==> src/rtl/irq_encoder8_pkg.sv <==
// Shared constants, FSM state type and mask helper for the 8-line IRQ encoder.
package irq_encoder8_pkg;

  localparam int N_REQ  = 8;
  localparam int CODE_W = 3;

  typedef enum logic {
    IDLE    = 1'b0,
    PRESENT = 1'b1
  } state_t;

  function automatic logic [N_REQ-1:0] code2mask(input logic [CODE_W-1:0] code);
    logic [N_REQ-1:0] mask;
    mask       = '0;
    mask[code] = 1'b1;
    return mask;
  endfunction

endpackage

==> src/rtl/irq_encoder8_if.sv <==
// Grant channel: valid/ready handshake carrying the granted request index.
interface irq_encoder8_if;
  import irq_encoder8_pkg::*;

  logic              out_valid;
  logic              out_ready;
  logic [CODE_W-1:0] out_code;

  modport master (output out_valid, output out_code, input out_ready);
  modport slave  (input out_valid, input out_code, output out_ready);

endinterface

==> src/rtl/irq_encoder8_prio_enc8.sv <==
// Combinational highest-index priority encoder, 8 lines to 3-bit code.
// Zero latency; no handshake.
module prio_enc8 (
  input  logic [7:0] req,
  output logic [2:0] code,
  output logic       any
);

  // Ascending scan: the last set bit seen, i.e. the highest index, wins.
  always_comb begin
    code = '0;
    for (int i = 0; i < 8; i++) begin
      if (req[i]) code = 3'(i);
    end
  end

  assign any = |req;

endmodule

==> src/rtl/irq_encoder8.sv <==
// Sticky IRQ capture with highest-index grant over a valid/ready channel.
// Request to out_valid: 2 edges; grant held while out_ready=0, one idle cycle per grant.
module irq_encoder8 #(
  parameter int N_REQ  = irq_encoder8_pkg::N_REQ,
  parameter int CODE_W = irq_encoder8_pkg::CODE_W
) (
  input  logic               clk,
  input  logic               rst_n,
  input  logic [N_REQ-1:0]   I_n,
  input  logic               EI_n,
  irq_encoder8_if.master     bus,
  output logic               GS_n,
  output logic               EO_n,
  output logic [N_REQ-1:0]   pending
);
  import irq_encoder8_pkg::*;

  state_t            state_q, state_next;
  logic [CODE_W-1:0] code_q, code_next;
  logic [CODE_W-1:0] enc_code;
  logic              enc_any;
  logic [N_REQ-1:0]  clr, cap, pending_next;

  prio_enc8 u_prio_enc8 (
    .req  (pending),
    .code (enc_code),
    .any  (enc_any)
  );

  always_comb begin
    state_next = state_q;
    code_next  = code_q;
    clr        = '0;
    case (state_q)
      IDLE: begin
        if (enc_any) begin
          code_next  = enc_code;
          state_next = PRESENT;
        end
      end
      PRESENT: begin
        if (bus.out_ready) begin
          clr        = code2mask(code_q);
          state_next = IDLE;
        end
      end
      default: state_next = IDLE;
    endcase
  end

  // New requests are OR'd in after the clear, so a same-cycle set wins.
  assign cap          = EI_n ? '0 : ~I_n;
  assign pending_next = (pending & ~clr) | cap;

  always_ff @(posedge clk) begin
    if (!rst_n) begin
      state_q <= IDLE;
      code_q  <= '0;
    end else begin
      state_q <= state_next;
      code_q  <= code_next;
    end
  end

  always_ff @(posedge clk) begin
    if (!rst_n) begin
      pending <= '0;
      GS_n    <= 1'b1;
      EO_n    <= 1'b1;
    end else begin
      pending <= pending_next;
      GS_n    <= ~|pending_next;
      EO_n    <= EI_n | (|pending_next);
    end
  end

  assign bus.out_valid = (state_q == PRESENT);
  assign bus.out_code  = code_q;

endmodule

==> src/flat_wrapper.sv <==
// flat-port wrapper written by rule: the top's interface ports become plain ports
module irq_encoder8_flat import irq_encoder8_pkg::*;
#(
  parameter int N_REQ  = irq_encoder8_pkg::N_REQ,
  parameter int CODE_W = irq_encoder8_pkg::CODE_W
)
  (clk, rst_n, I_n, EI_n, GS_n, EO_n, pending, bus_out_valid, bus_out_code, bus_out_ready);
  irq_encoder8_if bus_i ();
  input  logic clk;
  input  logic rst_n;
  input  logic [N_REQ-1:0] I_n;
  input  logic EI_n;
  output logic GS_n;
  output logic EO_n;
  output logic [N_REQ-1:0] pending;
  output wire logic [$bits(bus_i.out_valid)-1:0] bus_out_valid;
  output wire logic [$bits(bus_i.out_code)-1:0] bus_out_code;
  input wire logic [$bits(bus_i.out_ready)-1:0] bus_out_ready;
  assign bus_out_valid = bus_i.out_valid;
  assign bus_out_code = bus_i.out_code;
  assign bus_i.out_ready = bus_out_ready;
  irq_encoder8 #(.N_REQ(N_REQ), .CODE_W(CODE_W)) u_core (.clk(clk), .rst_n(rst_n), .I_n(I_n), .EI_n(EI_n), .bus(bus_i), .GS_n(GS_n), .EO_n(EO_n), .pending(pending));
endmodule
==> config.mk <==
export PLATFORM = sky130hd
export DESIGN_NAME = irq_encoder8_flat
export DESIGN_NICKNAME = d
export VERILOG_FILES = /design/src/rtl/irq_encoder8_pkg.sv /design/src/rtl/irq_encoder8_if.sv /design/src/rtl/irq_encoder8_prio_enc8.sv /design/src/rtl/irq_encoder8.sv /design/src/flat_wrapper.sv
export SDC_FILE = /design/constraint.sdc
export NUM_CORES = 1
export LEC_CHECK = 0
export CORE_MARGIN = 1
export CORE_UTILIZATION = 40
export DETAILED_ROUTE_END_ITERATION = 10
export DONT_BUFFER_PORTS = 1
export PLACE_DENSITY = 0.6
export SLEW_MARGIN = 20
export SYNTH_ARGS = -nofsm -noshare
export SYNTH_HDL_FRONTEND = slang
export SYNTH_SLANG_ARGS = --single-unit
==> constraint.sdc <==
create_clock -name clk -period 1.8 [get_ports clk]
set_clock_uncertainty 0.1 [all_clocks]
set_input_delay 0.09 -clock clk [delete_from_list [all_inputs] [get_ports clk]]
set_output_delay 0.09 -clock clk [all_outputs]
set_load 0.01 [all_outputs]
---- Word-level counts from Yosys, hierarchy flattened ----
Index checks and enable logic that the tools add are counted.
word-level totals
  output and inout bits ................... 14
  logic and storage cells ................. 33
  register bits after elaboration ......... 14
  input bits .............................. 12
operators by class
  reductions and logical operators ........ 5
  mux-type cells .......................... 15
  magnitude comparators ................... 2
  bitwise operators ....................... 6
operator list
  operator                                                                             number
  8-bit two-way mux                                                                    3
  3-bit two-way mux                                                                    6
  8-bit NOT                                                                            2
  8-bit OR reduction                                                                   2
  8-bit AND                                                                            1
  8-bit bitwise OR                                                                     1
  3-bit by 4-bit < comparator with 1-bit output, second input constant                 1
  1-bit two-way mux                                                                    4
  1-bit demux with 3-bit select                                                        1
  3-bit by 1-bit greater-or-equal comparator with 1-bit output, second input constant  1
  1-bit one-hot mux with 2 select lines                                                1
  2-bit AND reduction                                                                  1
  1-bit logical AND                                                                    1
  1-bit logical NOT                                                                    1
  1-bit NOT                                                                            1
  1-bit bitwise OR                                                                     1

---- Logic depth before layout (Yosys ltp) ----
Gate-level depths: netlist of run 1.
  word-level depth ........................ 11
  gate-level depth with buffers ........... 5
  gate-level depth less buffers ........... 4

---- Modules after synthesis ----
A second synthesis of run 1 with hierarchy kept.
unflattened totals
  cell total of the unflattened synthesis .. 92
  area total of the unflattened synthesis .. 735.7 sq um
by module, submodules not included
  module        times used  area an instance (sq um)  cells each  sequential area each (sq um)
  irq_encoder8  1           669.4                     80          280.3
  prio_enc8     1           66.3                      12          0.0

---- Least setup slack after synthesis of run 1 ----
Ideal clock, no wire load.
  path type ............................... register to register
  from .................................... reg u_core.code_q[1] (netlist: u_core.bus.out_code[1])
  to ...................................... reg u_core.EO_n
  slack ................................... 0.275 ns
  arrival ................................. 1.291 ns
  required time ........................... 1.566 ns
  library setup time ...................... 0.134 ns
  cell stages (with the launch flop) ...... 5
  period minus slack after synthesis ...... 1.525 ns
  path buffers ............................ 0
  path through ............................ dfxtp_1 > nand2_1 > a21oi_2 > nand4_1 > or4_1
on the way
  word-level cells in the longest chain between the ends .. 11
  elaborated cells between the ends (all ways) .. 12
  classes of those cells .................. order compare (2); mux (4); bitwise (4); reduce/logical (2)
RTL lines
  element                                                                                                                                                     line                    RTL
  start, declared                                                                                                                                             irq_encoder8.sv:19      logic [CODE_W-1:0] code_q, code_next;
  start signal, assigned                                                                                                                                      irq_encoder8.sv:61      code_q <= code_next;
  3-bit by 4-bit < comparator with 1-bit output (implied by the code) / 3-bit by 1-bit greater-or-equal comparator with 1-bit output (equally long branches)  irq_encoder8_pkg.sv:15  mask[code] = 1'b1;
  1-bit logical AND (implied by the code)                                                                                                                     irq_encoder8_pkg.sv:15
  1-bit two-way mux (implied by the code)                                                                                                                     irq_encoder8_pkg.sv:15
  1-bit demux with 3-bit select (*)                                                                                                                           n/a
  8-bit two-way mux (*)                                                                                                                                       irq_encoder8.sv:42      if (bus.out_ready) begin
  8-bit two-way mux (*)                                                                                                                                       irq_encoder8.sv:34      case (state_q)
  8-bit NOT (*)                                                                                                                                               irq_encoder8.sv:53      assign pending_next = (pending & ~clr) | cap;
  8-bit AND (*)                                                                                                                                               irq_encoder8.sv:53
  8-bit bitwise OR (*)                                                                                                                                        irq_encoder8.sv:53
  8-bit OR reduction (*)                                                                                                                                      irq_encoder8.sv:73      EO_n <= EI_n | (|pending_next);
  1-bit bitwise OR (*)                                                                                                                                        irq_encoder8.sv:73
  end signal, assigned                                                                                                                                        irq_encoder8.sv:73
  end, declared                                                                                                                                               irq_encoder8.sv:13      output logic EO_n,
Every way passes the cells marked *; elsewhere a longest branch is shown, timed or not.
A chain may end at the register's enable or synchronous reset.

---- Final worst setup path of run 1 ----
  from .................................... reg u_core.state_q (netlist: u_core.bus.out_valid)
  to ...................................... reg u_core.EO_n
on the way
  word-level cells in the longest chain between the ends .. 6
RTL lines
  element                 line                RTL
  start, declared         irq_encoder8.sv:18  state_t state_q, state_next;
  start signal, assigned  irq_encoder8.sv:60  state_q <= state_next;
  8-bit two-way mux       irq_encoder8.sv:34
  8-bit NOT               irq_encoder8.sv:53
  8-bit AND               irq_encoder8.sv:53
  8-bit bitwise OR        irq_encoder8.sv:53
  8-bit OR reduction      irq_encoder8.sv:73
  1-bit bitwise OR        irq_encoder8.sv:73
No other way between the ends.

==> results of run 1 <==
==> what timing repair did <==
item,CTS,global route
hold buffers,8,0
resized for setup,0,4
buffers inserted,0,0
endpoints found under the setup margin,0,1
hold endpoints to repair,14,0
==> area by class of cell <==
class	count	area (um2)	area share [%]
Timing Repair Buffer	11	103	12.4
Sequential cell	14	283	34.1
Inverter	3	11.3	1.36
Tap cell	16	20.0	2.41
Clock buffer	4	36.3	4.37
Multi-Input combinational cell	62	377	45.4
==> worst register-to-register path, cell delays in order, from the launching register on <==
cell	delay, ns
sky130_fd_sc_hd__dfxtp_1	0.49
sky130_fd_sc_hd__nand3b_2	0.21
sky130_fd_sc_hd__nor3_2	0.21
sky130_fd_sc_hd__o22ai_1	0.12
sky130_fd_sc_hd__or4_1	0.40
==> worst max-delay path by stage <==
stage / depth (start not counted) / startpoint / endpoint / slack (ns)
after floorplan: 4 / u_core.bus.out_code[1]$_SDFFE_PN0P_ / u_core.EO_n$_SDFF_PN1_ / 0.27
after global placement: 4 / u_core.bus.out_valid$_SDFF_PN0_ / u_core.EO_n$_SDFF_PN1_ / 0.06
after detailed placement: 4 / u_core.bus.out_valid$_SDFF_PN0_ / u_core.EO_n$_SDFF_PN1_ / 0.06
after CTS: 4 / u_core.bus.out_valid$_SDFF_PN0_ / u_core.EO_n$_SDFF_PN1_ / 0.04
after global routing: 4 / u_core.bus.out_valid$_SDFF_PN0_ / u_core.EO_n$_SDFF_PN1_ / 0.04
final: 4 / u_core.bus.out_valid$_SDFF_PN0_ / u_core.EO_n$_SDFF_PN1_ / 0.14
==> through the flow <==
stage	util [%]	hold slack (ns)
3_3_place_gp	45.5	0.0883
3_5_place_dp	45.5	0.0870
5_1_grt	53.8	0.0224
6_report	53.8	0.00612
2_1_floorplan	-	0.128
4_1_cts	53.1	0.00289
==> per-layer routing <==
metal	up-vias	share of wire [%]	track usage [%]
met3	6	9.5	5.53
met1	305	43	26.3
met4	0	2.1	11.3
li1	318	-	-
met5	-	0	0
met2	35	45	34.8
==> report_power, final <==
| part | internal (mW) | switching [mW] | total, mW | leakage, nW |
|---|---|---|---|---|
| sequential | 0.348 | 0.0736 | 0.421 | 0.117 |
| clock | 0.123 | 0.105 | 0.228 | 0.0210 |
| combinational | 0.0819 | 0.0820 | 0.164 | 0.178 |
==> logic make-up (layout without fill, tap and decap cells) <==
kind of cell	Yosys count	after routing	synth area share, %
AOI/OAI and AO/OA	32	32	30.7
and+or+nand+nor	30	30	24.3
buffers and inverters	5	18	2.99
DFF	14	14	41.9
==> placed cells by master, fill, tap and decap left out, types with 3 or more instances in the layout <==
cell / netlist / routed
sky130_fd_sc_hd__dfxtp_1: 14 / 12
sky130_fd_sc_hd__dlygate4sd3_1: 0 / 8
sky130_fd_sc_hd__o21ai_0: 7 / 7
sky130_fd_sc_hd__a21oi_1: 8 / 7
sky130_fd_sc_hd__nor2_1: 7 / 7
sky130_fd_sc_hd__nand2_1: 7 / 7
sky130_fd_sc_hd__a21boi_0: 6 / 6
sky130_fd_sc_hd__and2_1: 3 / 3
sky130_fd_sc_hd__inv_1: 3 / 3
sky130_fd_sc_hd__nand2b_1: 3 / 3
sky130_fd_sc_hd__a21oi_2: 2 / 3
sky130_fd_sc_hd__clkbuf_4: 0 / 3
sky130_fd_sc_hd__buf_4: 0 / 3
==> flip-flops by register name, summed over array words and instances, names as in the netlist <==
register	flops
u_core.EO_n	1
u_core.GS_n	1
u_core.bus.out_code	3
u_core.bus.out_valid	1
u_core.pending	8
==> reports/qor.txt, run 1 <==
OUTCOME
-----------------------------------------------------------------------------------------------
Status                                                                             finished clean

YOSYS
-----------------------------------------------------------------------------------------------
Synth cell types                                                                             27
Number of warnings reported in the yosys synthesis log                                        0
Post-synthesis sequential element count                                                      14
Count leader, synth                                                                sky130_fd_sc_hd__dfxtp_1
Top cells by area, synth                                                           sky130_fd_sc_hd__dfxtp_1 (42%), sky130_fd_sc_hd__a21boi_0 (6.7%), sky130_fd_sc_hd__a21oi_1 (6.0%), sky130_fd_sc_hd__o21ai_0 (5.2%), sky130_fd_sc_hd__nand2_1 (3.9%)
Yosys top cell area share                                                                 41.9%
Average footprint of a synthesized cell                                                8.25 um2
Largest area contributor in the synthesized netlist                                sky130_fd_sc_hd__dfxtp_1
Post-synth net total                                                                         93
Number of synthesized flops with an enable pin                                                0
Fraction of registers with async set or reset after synthesis                                0%
Synthesized netlist cell count                                                               81
Cell area after synthesis                                                               668 um2
Seq/Total Area, Yosys                                                                     41.9%
Most frequent cells after synthesis                                                sky130_fd_sc_hd__dfxtp_1 (14), sky130_fd_sc_hd__a21oi_1 (8), sky130_fd_sc_hd__nand2_1 (7), sky130_fd_sc_hd__nor2_1 (7), sky130_fd_sc_hd__o21ai_0 (7)
Post-synth top flop                                                                sky130_fd_sc_hd__dfxtp_1

CLOCKING
-----------------------------------------------------------------------------------------------
CTS H-Tree Depth                                                                              1
Clk root buf                                                                       sky130_fd_sc_hd__clkbuf_4
Clock input transition at the sequential cells of the worst setup and hold paths        0.09 ns
Total CTS buffers                                                                             3
Maximum number of buffers from clock root to sink                                             2
TritonCTS clock tree                                                                        yes
Number of sinks driven by the clock tree                                                     14
Clock latency at the later pin of the worst-skew pair                                   0.28 ns

PWR
-----------------------------------------------------------------------------------------------
Total design power                                                                       813 uW
IR drop worst, VDD                                                                       434 uV
Pwr dens                                                                             980 mW/mm2
Static leakage power                                                                   0.316 nW

WORST SETUP PATH
-----------------------------------------------------------------------------------------------
Critical-path maximum fanout                                                                  7
Arrival time reported for the critical path endpoint                                    1.72 ns
Required time of the critical path                                                      1.86 ns
Peak per-stage delay on the critical path                                               0.49 ns
Critical path endpoint category                                                            flop
Critical Path Source Type                                                                  flop
Cell count of the worst reg-to-reg path                                                       4
Worst reg2reg setup slack                                                               0.14 ns
Ordered cell list for the critical path                                            nand3b_2 -> nor3_2 -> o22ai_1 -> or4_1
R2R Path End                                                                       u_core.EO_n$_SDFF_PN1_
Classification of the worst setup path                                             flop to flop
Buffers plus inverters on the worst setup path                                                0
Slowest cell on the critical path                                                  sky130_fd_sc_hd__dfxtp_1
Beginning of the worst register-to-register path                                   u_core.bus.out_valid$_SDFF_PN0_
Kind of cell with the highest combined delay on the critical path                  simple AND/OR/NAND/NOR gates

GRT
-----------------------------------------------------------------------------------------------
Global-route wire length before repair                                                  2.94 mm
Antenna violations before repair                                                              0
Global-route usage over all layers                                                        21.7%
Maximum number of pins on one net before global-route repair                                 14
Number of global-route vias before repair                                                   695
GR Overflow Total                                                                             0

DIE
-----------------------------------------------------------------------------------------------
Height of the die                                                                       42.9 um
Row count                                                                                    14
Floorplan die area                                                                  0.00184 mm2
Horizontal die dimension                                                                42.9 um
Initial Utilization                                                                       43.3%
Core area                                                                           0.00154 mm2
Top-level I/O count                                                                          26

ROUTING
-----------------------------------------------------------------------------------------------
ANT nets after route                                                                          0
Drc violations                                                                                0
Overall via count from detail_route                                                         664
Wire length per cell                                                                    15.9 um
Vias per std cell                                                                          6.04
Detailed Route WL                                                                       1.75 mm
Initial DRC count                                                                            26
Total iterations of the first detailed-routing run                                            4

HOLD PATH
-----------------------------------------------------------------------------------------------
Start point of the worst hold path                                                         EI_n
Hold Path Class                                                                    input port to flop
Min-Delay Path Depth                                                                          3
Terminating pin of the worst hold path                                             u_core.pending[2]$_SDFF_PN0_

FINAL LAYOUT
-----------------------------------------------------------------------------------------------
Fill cell count                                                                             147
Cell area after layout                                                                  830 um2
Diodes inserted                                                                               0
Post-route non-filler standard cell count                                                   110
Ratio of cells with drive above 1 in the final layout                                     16.0%
NumNets Final                                                                               107
Synth-to-layout area growth                                                               24.2%

PLACED DESIGN
-----------------------------------------------------------------------------------------------
Setup slack at placement                                                              0.0613 ns
Placed insts                                                                                 98
Detailed Place HPWL                                                                     1.18 mm
Port-buffer cells                                                                             0
Routability-driven placement congestion ratio                                             0.880
Placed Instance Area                                                                    702 um2

STA
-----------------------------------------------------------------------------------------------
Setup slack after layout                                                               0.137 ns
Setup TNS                                                                                  0 ns
Setup repair after global routing missed its margin                                          no
Fraction of the cycle the final worst path needs                                          92.4%
Number of hold-slack violations in the final timing report                                    0
Maximum clock frequency                                                                 601 MHz
Relative slew margins                                                                     72.7%
Final setup violating endpoints                                                               0
Final critical delay including setup and external delays                                1.66 ns
Number of max-slew violations in the final report                                             0
Pin slew with the least headroom to its limit                                          0.408 ns

JOB
-----------------------------------------------------------------------------------------------
Number of max-cap violations                                                                  0

Note: power is estimated with default switching activity, not from simulation.
==> run 2: changes to the inputs <==
- CORE_MARGIN: 1 -> 2
- GPL_ROUTABILITY_DRIVEN: unset -> 0
==> reports/qor.txt, run 2 (synthesized netlist as in run 1, its figures left out) <==
OUTCOME
-----------------------------------------------------------------------------------------------
Status                                                                             complete, but fails checks
Violations in the final reports                                                     hold timing

WORST SETUP PATH
-----------------------------------------------------------------------------------------------
Ordered cell list for the critical path                                            nand3b_2 -> nor3_1 -> o22ai_1 -> or4_1
R2R Path End                                                                       u_core.EO_n$_SDFF_PN1_
Required time of the critical path                                                      1.86 ns   about the same
Cell count of the worst reg-to-reg path                                                       4   unchanged
Peak per-stage delay on the critical path                                               0.42 ns   -0.07 ns
Kind of cell with the highest combined delay on the critical path                  simple AND/OR/NAND/NOR gates
Buffers plus inverters on the worst setup path                                                0   unchanged
Arrival time reported for the critical path endpoint                                    1.78 ns   +0.06 ns
Slowest cell on the critical path                                                  sky130_fd_sc_hd__or4_1
Critical-path maximum fanout                                                                  6   -1
Classification of the worst setup path                                             flop to flop
Critical Path Source Type                                                                  flop
Worst reg2reg setup slack                                                               0.08 ns   -0.06 ns
Beginning of the worst register-to-register path                                   u_core.bus.out_code[2]$_SDFFE_PN0P_
Critical path endpoint category                                                            flop

STA
-----------------------------------------------------------------------------------------------
Setup slack after layout                                                              0.0803 ns   -0.0569 ns
Maximum clock frequency                                                                 581 MHz   -3.3%
Final critical delay including setup and external delays                                1.72 ns   +0.0569 ns
Fraction of the cycle the final worst path needs                                          95.5%   +3.2 points
Number of max-slew violations in the final report                                             0   unchanged
Number of hold-slack violations in the final timing report                                    1   +1
Hold_ws                                                                             -0.00437 ns   -0.0105 ns
Setup repair after global routing missed its margin                                          no
Relative slew margins                                                                     73.2%   +0.54 points
Setup TNS                                                                                  0 ns   unchanged
Final setup violating endpoints                                                               0   unchanged
Pin slew with the least headroom to its limit                                          0.400 ns   -0.00806 ns

PWR
-----------------------------------------------------------------------------------------------
IR drop worst, VDD                                                                       370 uV   -15%
Total design power                                                                       750 uW   -7.7%
Static leakage power                                                                   0.306 nW   -3.1%
Pwr dens                                                                             928 mW/mm2   -5.3%

ROUTING
-----------------------------------------------------------------------------------------------
Total iterations of the first detailed-routing run                                            4   unchanged
Wire length per cell                                                                    15.8 um   -0.53%
Initial DRC count                                                                            17   -35%
Vias per std cell                                                                          5.91   -2.1%
Overall via count from detail_route                                                         644   -3.0%
Drc violations                                                                                0   unchanged
ANT nets after route                                                                          0   unchanged
Detailed Route WL                                                                       1.72 mm   -1.4%

PLACED DESIGN
-----------------------------------------------------------------------------------------------
Port-buffer cells                                                                             0   unchanged
Setup slack at placement                                                              0.0920 ns   +0.0307 ns
Detailed Place HPWL                                                                     1.22 mm   +2.9%

HOLD PATH
-----------------------------------------------------------------------------------------------
Min-Delay Path Depth                                                                          3   unchanged
Terminating pin of the worst hold path                                             u_core.pending[3]$_SDFF_PN0_
Hold Path Class                                                                    input port to flop
Start point of the worst hold path                                                         EI_n

FINAL LAYOUT
-----------------------------------------------------------------------------------------------
Synth-to-layout area growth                                                               21.0%
Max reg flops                                                                                 8   unchanged
Diodes inserted                                                                               0   unchanged
Most frequent standard cell in the layout excluding fill and tap cells             sky130_fd_sc_hd__dfxtp_1
Largest Register                                                                   u_core.pending
Fill cell count                                                                             157   +6.8%
Top library cells by usage in the layout, fill and taps aside                      sky130_fd_sc_hd__dfxtp_1 (11), sky130_fd_sc_hd__a21oi_1 (8), sky130_fd_sc_hd__dlygate4sd3_1 (8)
NumNets Final                                                                               107   unchanged
Ratio of cells with drive above 1 in the final layout                                     14.0%   -2.0 points

DIE
-----------------------------------------------------------------------------------------------
Height of the die                                                                       44.9 um   +4.7%
Horizontal die dimension                                                                44.9 um   +4.7%
Core area                                                                           0.00154 mm2   unchanged
Top-level I/O count                                                                          26   unchanged
Floorplan die area                                                                  0.00201 mm2   +9.5%
Initial Utilization                                                                       43.3%   unchanged
Row count                                                                                    14   unchanged

GRT
-----------------------------------------------------------------------------------------------
Global-route wire length before repair                                                  2.74 mm   -6.8%
Antenna violations before repair                                                              0   unchanged
Number of global-route vias before repair                                                   639   -8.1%
Maximum number of pins on one net before global-route repair                                 14   unchanged
Global-route usage over all layers                                                        19.3%   -2.3 points
GR Overflow Total                                                                             0   unchanged

CLOCKING
-----------------------------------------------------------------------------------------------
Clock input transition at the sequential cells of the worst setup and hold paths        0.08 ns   about the same
Maximum number of buffers from clock root to sink                                             2   unchanged
TritonCTS clock tree                                                                        yes
CTS H-Tree Depth                                                                              1   unchanged
Number of sinks driven by the clock tree                                                     14   unchanged
Clk root buf                                                                       sky130_fd_sc_hd__clkbuf_4
Clock latency at the later pin of the worst-skew pair                                   0.28 ns   about the same
Total CTS buffers                                                                             3   unchanged

JOB
-----------------------------------------------------------------------------------------------
Number of max-cap violations                                                                  0   unchanged

run 2: cell count changes in the layout (fill, tap and decap cells not counted), sizes merged:
cell,previous run,this run
clkbuf,4,3
run 2: worst max path at each step:
stage                                             start                     end  slack [ns]  cells after the start
floorplan           u_core.bus.out_code[1]$_SDFFE_PN0P_  u_core.EO_n$_SDFF_PN1_        0.27                      4
global placement        u_core.bus.out_valid$_SDFF_PN0_  u_core.EO_n$_SDFF_PN1_        0.05                      4
detailed placement      u_core.bus.out_valid$_SDFF_PN0_  u_core.EO_n$_SDFF_PN1_        0.09                      4
CTS                     u_core.bus.out_valid$_SDFF_PN0_  u_core.EO_n$_SDFF_PN1_        0.07                      4
global route        u_core.bus.out_code[2]$_SDFFE_PN0P_  u_core.EO_n$_SDFF_PN1_       0.004                      4
finish              u_core.bus.out_code[2]$_SDFFE_PN0P_  u_core.EO_n$_SDFF_PN1_        0.08                      4
run 2: what timing repair did:
item	in CTS	in global routing
endpoints found under the hold margin	14	0
setup buffers	0	0
resized for setup	0	3
hold buffers	8	0
endpoints found under the setup margin	0	1
run 2: power by group:
group	switching, mW	leakage [nW]	internal [mW]
combinational	0.0770	0.175	0.0791
sequential	0.0733	0.117	0.348
clock	0.0947	0.0138	0.0776
total	0.245	0.306	0.505
run 2: area by class of cell:
class                   instances  area [um2]  share of cell area, %
multi-input cells              62         368                   45.5
flip-flops and latches         14         284                   35.1
repair buffers                 11         103                   12.7
clock buffers                   3        22.5                   2.79
well taps                      16        20.0                   2.48
inverters                       3        11.3                   1.39
run 2: worst min-delay path: stages:
cell,delay [ns]
sky130_fd_sc_hd__nor2_1,0.03
sky130_fd_sc_hd__a21oi_2,0.12
sky130_fd_sc_hd__a21boi_0,0.09
run 2: through the flow:
step	area [um2]	std cells	util, %	hold WS [ns]
floorplan	668	81	-	0.128
global placement	702	98	45.5	0.0740
detailed placement	702	98	45.5	0.0711
CTS	805	109	52.2	0.00464
global route	808	109	52.4	0.00663
finish	808	109	52.4	-0.00437
run 2: layer usage:
| metal | track usage, % | vias up | routed length [um] | share of wire, % |
|---|---|---|---|---|
| li1 | - | 320 | - | - |
| met1 | 24.0 | 288 | 781 | 45 |
| met2 | 30.1 | 32 | 753 | 44 |
| met3 | 5.60 | 4 | 153 | 8.9 |
| met4 | 10.6 | 0 | 34 | 2.0 |
| met5 | 0 | - | 0 | 0 |
